### config.mk
export PLATFORM = sky130hd
export DESIGN_NAME = cnn_frame_ctrl
export DESIGN_NICKNAME = d
export VERILOG_FILES = /design/src/rtl/cnn_frame_ctrl.sv
export SDC_FILE = /design/constraint.sdc
export NUM_CORES = 1
export LEC_CHECK = 0
export ABC_AREA = 1
export CAP_MARGIN = 40
export CORE_MARGIN = 4
export CORE_UTILIZATION = 57
export DETAILED_ROUTE_END_ITERATION = 6
export GPL_ROUTABILITY_DRIVEN = 0
export PLACE_DENSITY = 0.83
export SYNTH_ARGS = -nofsm -noshare
export SYNTH_HDL_FRONTEND = slang
export SYNTH_SLANG_ARGS = --single-unit
### constraint.sdc
create_clock -name clk -period 2.17 [get_ports clk]
set_input_delay 0.3255 -clock clk [delete_from_list [all_inputs] [get_ports clk]]
set_output_delay 0.3255 -clock clk [all_outputs]
set_load 0.005 [all_outputs]
### src/rtl/cnn_frame_ctrl.sv
// Frame-level sequencer for the CNN pipeline: gates frame acceptance, launches cal_start,
// tracks conv/pool result beats, flags stalls and overruns. `CNN_CTRL_STATS_EN adds frame/drop counters.
module cnn_frame_ctrl #(
    parameter int CONV_RSLT_NUM = 576,
    parameter int POOL_RSLT_NUM = 144,
    parameter int TIMEOUT       = 65535,
    parameter int CW            = 16
) (
    input  logic        clk,
    input  logic        rst_n,
    input  logic        en,
    input  logic        frame_done,
    input  logic        conv_rslt_act_vld,
    input  logic        pool_data_vld,
    input  logic        err_clr,
    output logic        cal_start,
    output logic        frame_ready,
    output logic        busy,
    output logic        frame_irq,
    output logic        err_timeout,
    output logic        err_ovf,
    output logic [15:0] frame_cnt,
    output logic [7:0]  drop_cnt
);

    typedef enum logic [2:0] {
        S_IDLE, S_WAIT, S_START, S_CONV, S_DRAIN, S_DONE, S_ERR
    } state_t;

    localparam logic [CW-1:0] CONV_MAX = CW'(CONV_RSLT_NUM);
    localparam logic [CW-1:0] POOL_MAX = CW'(POOL_RSLT_NUM);
    localparam logic [CW-1:0] TO_MAX   = CW'(TIMEOUT);

    state_t        state, state_nxt;
    logic [CW-1:0] conv_cnt, pool_cnt, to_cnt;
    logic          counting, any_beat, conv_full, pool_full;
    logic          conv_last, pool_done, stall;

    always_comb begin
        counting  = (state == S_CONV) || (state == S_DRAIN);
        any_beat  = conv_rslt_act_vld || pool_data_vld;
        conv_full = (conv_cnt == CONV_MAX);
        pool_full = (pool_cnt == POOL_MAX);
        conv_last = conv_rslt_act_vld && (conv_cnt == CONV_MAX - 1'b1);
        // DRAIN also completes when the pool count was already reached during CONV
        pool_done = pool_full || (pool_data_vld && (pool_cnt == POOL_MAX - 1'b1));
        stall     = counting && !any_beat && (to_cnt == TO_MAX - 1'b1);
        state_nxt = state;
        case (state)
            S_IDLE:  if (en) state_nxt = S_WAIT;
            S_WAIT:  begin
                if (frame_done)  state_nxt = S_START;
                else if (!en)    state_nxt = S_IDLE;
            end
            S_START: state_nxt = S_CONV;
            S_CONV:  begin
                if (stall)          state_nxt = S_ERR;
                else if (conv_last) state_nxt = S_DRAIN;
            end
            S_DRAIN: begin
                if (pool_done)      state_nxt = S_DONE;
                else if (stall)     state_nxt = S_ERR;
            end
            S_DONE:  state_nxt = en ? S_WAIT : S_IDLE;
            S_ERR:   if (err_clr) state_nxt = S_IDLE;
            default: state_nxt = S_IDLE;
        endcase
    end

    // Outputs are registered from the next state so they line up with the state they decode.
    always_ff @(posedge clk or negedge rst_n) begin
        if (!rst_n) begin
            state       <= S_IDLE;
            cal_start   <= 1'b0;
            frame_ready <= 1'b0;
            busy        <= 1'b0;
            frame_irq   <= 1'b0;
            err_timeout <= 1'b0;
            err_ovf     <= 1'b0;
            conv_cnt    <= '0;
            pool_cnt    <= '0;
            to_cnt      <= '0;
        end else begin
            state       <= state_nxt;
            cal_start   <= (state_nxt == S_START);
            frame_ready <= (state_nxt == S_WAIT);
            busy        <= (state_nxt == S_START) || (state_nxt == S_CONV) || (state_nxt == S_DRAIN);
            frame_irq   <= (state_nxt == S_DONE);

            if (state_nxt == S_START) begin
                conv_cnt <= '0;
                pool_cnt <= '0;
                to_cnt   <= '0;
            end else if (counting) begin
                if (conv_rslt_act_vld && !conv_full) conv_cnt <= conv_cnt + 1'b1;
                if (pool_data_vld && !pool_full)     pool_cnt <= pool_cnt + 1'b1;
                to_cnt <= any_beat ? '0 : to_cnt + 1'b1;
            end

            if (err_clr) begin
                err_timeout <= 1'b0;
                err_ovf     <= 1'b0;
            end
            if (counting && state_nxt == S_ERR)
                err_timeout <= 1'b1;
            if (counting && ((conv_rslt_act_vld && conv_full) || (pool_data_vld && pool_full)))
                err_ovf <= 1'b1;
        end
    end

`ifdef CNN_CTRL_STATS_EN
    always_ff @(posedge clk or negedge rst_n) begin
        if (!rst_n) begin
            frame_cnt <= '0;
            drop_cnt  <= '0;
        end else begin
            if (state_nxt == S_DONE)
                frame_cnt <= frame_cnt + 1'b1;
            if (frame_done && state != S_WAIT && drop_cnt != 8'hFF)
                drop_cnt <= drop_cnt + 1'b1;
        end
    end
`else
    assign frame_cnt = '0;
    assign drop_cnt  = '0;
`endif

endmodule
# [Word level (Yosys, flattened, before mapping)]
# Index checks and enable logic that the tools add are counted.
[word_totals] register_bits=57 inputBits=7 output_inout_bits=30 word_cells=79
[op_classes] add_sub_neg=3 n_eq_ne=17 mux=22 reduce_logical=27
[op_table] operator="$mux W16" n=9
[op_table] operator="$add A16 B1 Y16 const B" n=3
[op_table] operator="$eq A16 B10 Y1 const B" n=2
[op_table] operator="$eq A16 B8 Y1 const B" n=2
[op_table] operator="$mux W3" n=8
[op_table] operator="$pmux W3 S7" n=1
[op_table] operator="$eq A3 B3 Y1 const B" n=6
[op_table] operator="$eq A16 B16 Y1 const B" n=1
[op_table] operator="$eq A3 B2 Y1 const B" n=4
[op_table] operator="$logic_and A1 B1 Y1" n=10
[op_table] operator="$reduce_bool A2 Y1" n=5
[op_table] operator="$eq A3 B1 Y1 const B" n=2
[op_table] operator="$logic_or A1 B1 Y1" n=6
[op_table] operator="$mux W1" n=4
[op_table] operator="$reduce_and A2 Y1" n=2
[op_table] operator="$logic_not A1 Y1" n=3
[op_table] operator="$logic_not A3 Y1" n=1

# [Logic depth before layout (Yosys ltp)]
[depth] ltp_word=10 ltp_mapped=13 ltp_nobuf=13

# [Worst setup path before layout]
# Ideal clock, no wire load.
[synth_path] path_kind="register -> register" startpoint="reg pool_cnt[0]" endpoint="reg pool_cnt[9]" setup_time_ns=0.132 t_arrival_ns=1.374 required_time_ns=2.038 slack_ns=0.664 path_stages_with_launch=14 synth_period_minus_slack_ns=1.506 cell_sequence="dfrtp_1 > inv_1 > ha_1 > nand2_1 > inv_1 > nand2_1 > nor2_1 > nand2_1 > nand2_2 > buf_6 > nor2_4 > nand2_2 > xor2_1 > nor2_1"
[synth_via] elab_chain_len=8
[synth_rtl] element="start, declared" line_no="35" source="logic [CW-1:0] conv_cnt, pool_cnt, to_cnt;"
[synth_rtl] element="start signal, assigned" line_no="96" source="if (pool_data_vld && !pool_full) pool_cnt <= pool_cnt + 1'b1;"
[synth_rtl] element="$eq A16 B8 Y1" line_no="46" source="pool_done = pool_full || (pool_data_vld && (pool_cnt == POOL_MAX - 1'b1));"
[synth_rtl] element="$logic_and A1 B1 Y1" line_no="46"
[synth_rtl] element="$logic_or A1 B1 Y1" line_no="46"
[synth_rtl] element="$mux W3" line_no="61" source="if (pool_done) state_nxt = S_DONE;"
[synth_rtl] element="$pmux W3 S7" line_no="49" source="case (state)"
[synth_rtl] element="$eq A3 B2 Y1" line_no="90" source="if (state_nxt == S_START) begin"
[synth_rtl] element="$reduce_bool A2 Y1 (no source line)"
[synth_rtl] element="$reduce_and A2 Y1 (no source line)"
# Parallel ways exist; a longest one is shown, timed or not. The select of a mux whose other input is x is not followed.
# A chain may end at the register's enable or synchronous reset.

# [Worst setup path after layout]
[layout_path] startpoint="reg pool_cnt[0]" endpoint="reg pool_cnt[3]"
# The elaborated chain is that of the path after synthesis.

==> run_results.csv <==
group,metric,value,unit
timing,tns,0,ns
placed_design,portBuffers,12,
run_status,status,"finished clean",
critical_path,cp-startpoint,"pool_cnt[0]$_DFFE_PN0P_",
timing,fmax,0.516,GHz
detailed_routing,wire_per_inst,12.9,um
logic_synthesis,async_reset_ff_share,100,%
clocking,htreeDepth,3,
cells_and_area,stdcell_count,597,
placed_design,dp_hpwl,5700,um
clocking,cts_made_buffers,9,
cells_and_area,nets,532,
cells_and_area,drive_above_1_share,7.85,%
critical_path,crit_fanout,11,
logic_synthesis,avgSynthCellArea,7.30,um2
critical_path,crit_required,2.44,ns
clocking,clockBufferDepth,2,
logic_synthesis,yosysTopAreaCell,"dfrtp_1",
logic_synthesis,ys_warn_count,0,
critical_path,endpoint_kind,"flip-flop",
cells_and_area,antenna_cells,0,
clocking,root_buffer,"clkbuf_8",
floorplan,core_area,6030,um2
timing,layout_setup_ws,0.231,ns
hold_path,hp-class,"input port to asynchronous set/reset pin",
global_routing,antenna_found_initial,0,
timing,post-route-period-util,89.4,%
placed_design,placedCellCount,583,
logic_synthesis,post_synth_num_cell_types,40,
critical_path,cp.arrival,2.21,ns
logic_synthesis,synth_flop_cell,"dfrtp_1",
clocking,cts_hold_buf,0,
critical_path,cp_slowest_stage_delay,0.41,ns
timing,tightest_slew,0.697,ns
cells_and_area,final_common_cell,"nand2_1",
critical_path,cp-start-kind,"flip-flop",
detailed_routing,drc,0,
logic_synthesis,synth_area_leaders,"dfrtp_1, nand2_1, nor2_1, nand3_1, inv_1",
clocking,cts.clk_slew.worst_paths,0.06,ns
global_routing,grt_pass1_vias,3094,
floorplan,initial_utilization,60.1,%
clocking,clock_sinks,57,
cells_and_area,area_growth,8.71,%
detailed_routing,antenna_left,0,
global_routing,grt_max_degree,58,
timing,grt_setup_unrepaired,"false",
clocking,clock_latency,0.34,ns
floorplan,fp.dieW,87.7,um
global_routing,grt-ovfl-total,0,
detailed_routing,drtIter0Drc,195,
power_and_ir_drop,ir_worst_vdd,0.614,mV
floorplan,dieArea,7690,um2
critical_path,crit_slowest_cell,"dfrtp_1",
power_and_ir_drop,p_leak,1.84,nW
detailed_routing,totalWireLength,7710,um
global_routing,grt_first_pass_wirelength,13700,um
logic_synthesis,synth_cells,496,
global_routing,grt_use_total,22.5,%
power_and_ir_drop,powerDensity,790,nW/um2
timing,fin_crit,1.94,ns
logic_synthesis,yosys.area.top_type_share,39.4,%
cells_and_area,postLayoutCoreUtil,65.3,%
detailed_routing,drtPass1Iterations,5,
critical_path,crit_type,"flip-flop to flip-flop",
floorplan,rows,28,
logic_synthesis,syn_area,3620,um2
critical_path,cpMostUsedCell,"nand2_1",
timing,clock_skew,0.00527,ns
detailed_routing,avgViaCountPerCell,5.41,
critical_path,crit_family,"simple AND/OR/NAND/NOR gates",
critical_path,r2r_start,"pool_cnt[0]$_DFFE_PN0P_",
power_and_ir_drop,p_total,0.00311,W
timing,final_max_slew_viol_count,0,
placed_design,pre_cts_slack,0.153,ns
timing,setup_viol,0,
cells_and_area,fillCellCount,500,
timing,relSlewSlack,53.5,%
critical_path,worstPathCellList,"inv_1 -> ha_1 -> nand2_1 -> inv_1 -> nand2_1 -> nor2_1 -> nand2_1 -> nand2_2 -> clkinv_1 -> nand3_1 -> nand2_1 -> nor2_1",
logic_synthesis,synth-edff-count,0,
job,cap_violations,0,
floorplan,ios,37,
cells_and_area,layout_common_cells,"nand2_1, nor2_1, dfrtp_1, inv_1, nand3_1",
logic_synthesis,synth_seq_area_share,39.4,%
critical_path,path_buf_inv,3,
floorplan,die_h,87.7,um
clocking,cts_tree,"yes",
logic_synthesis,ys_ff_latch,57,
detailed_routing,num_vias,3227,
timing,hold_violations,0,
sequential cells by signal (all words and copies together), names as in the netlist:
register,cells
to_cnt,16
frame_irq,1
frame_ready,1
err_ovf,1
cal_start,1
state,3
err_timeout,1
conv_cnt,16
pool_cnt,16
busy,1
metrics by stage:
stage	cell area (um2)	hold WS [ns]
6_report	3940	0.121
5_1_grt	3940	0.185
4_1_cts	3930	0.145
3_5_place_dp	3750	0.476
3_3_place_gp	3750	0.464
2_1_floorplan	3710	0.0299
Yosys cell counts, types with 2 or more instances:
cell type / n
nand4_1: 11
inv_2: 4
o21ai_1: 5
dfrtp_1: 57
a31o_2: 2
o21ai_0: 27
o22ai_1: 4
or2_2: 3
nor2_1: 62
clkbuf_1: 2
xor2_1: 18
nand3_1: 41
nand2_2: 3
a21oi_1: 3
nand2_1: 129
inv_1: 54
xnor2_1: 4
nor3_1: 12
nand3b_1: 3
ha_1: 6
buf_4: 25
nor2_4: 3
logic make-up (layout without fill, tap and decap cells):
kind of cell / count (synthesis) / in the layout / share of synthesized area, %
other: 1 / 24 / 0.104
AO/OA/AOI/OAI: 47 / 47 / 7.46
buffers and inverters: 88 / 91 / 12.0
flip-flops: 57 / 57 / 39.4
XOR/XNOR: 22 / 22 / 5.32
AND/OR/NAND/NOR: 275 / 275 / 33.7
adder cells (fa/ha/maj): 6 / 6 / 2.07
per-layer routing:
layer	up-vias	track usage, %	wire (um)
met4	0	7.39	125
met2	102	39.0	3940
li1	1586	-	-
met3	16	5.93	416
met1	1523	27.2	3220
met5	-	0	0
final cells by class:
type                       count  area (um2)  share of cell area, %
multi-input combinational    374        1850                   47.0
sequential                    57        1430                   36.2
inverter                      60         228                   5.79
timing repair buffer          17         153                   3.88
clock buffer                  11         141                   3.59
tap                           75        93.8                   2.38
clock inverter                 3        42.5                   1.08
report_power, final:
group / switching, W / internal (W) / total [W]
Combinational: 0.000585 / 0.000279 / 0.000864
Clock: 0.000396 / 0.000546 / 0.000942
Sequential: 0.000119 / 0.00118 / 0.00130
Total: 0.00110 / 0.00201 / 0.00311
path summary, 6_finish.rpt:
check | end | slack (ns) | depth (start not counted)
setup / recovery | pool_cnt[3]$_DFFE_PN0P_ | 0.23 | 12
min in group clk | err_ovf$_DFFE_PN0P_ | 0.48 | 2
hold reg to reg | err_ovf$_DFFE_PN0P_ | 0.48 | 2
hold / removal | pool_cnt[4]$_DFFE_PN0P_ | 0.12 | 2
max in group asynchronous | conv_cnt[9]$_DFFE_PN0P_ | 1.59 | 2
setup reg to reg | pool_cnt[3]$_DFFE_PN0P_ | 0.23 | 12
worst reg2reg max path: cells and delay by family, from the launching register on:
family	cells	cell delay, ns
and+or+nand+nor	8	0.85
DFF	1	0.41
adders and majority gates	1	0.14
buffers and inverters	3	0.48
timing repair:
item,in CTS,in global routing
setup endpoints to repair,0,1
hold endpoints to repair,0,0
buffers inserted,0,0
gates resized for setup,0,1
Note: power is estimated with default switching activity, not from simulation.
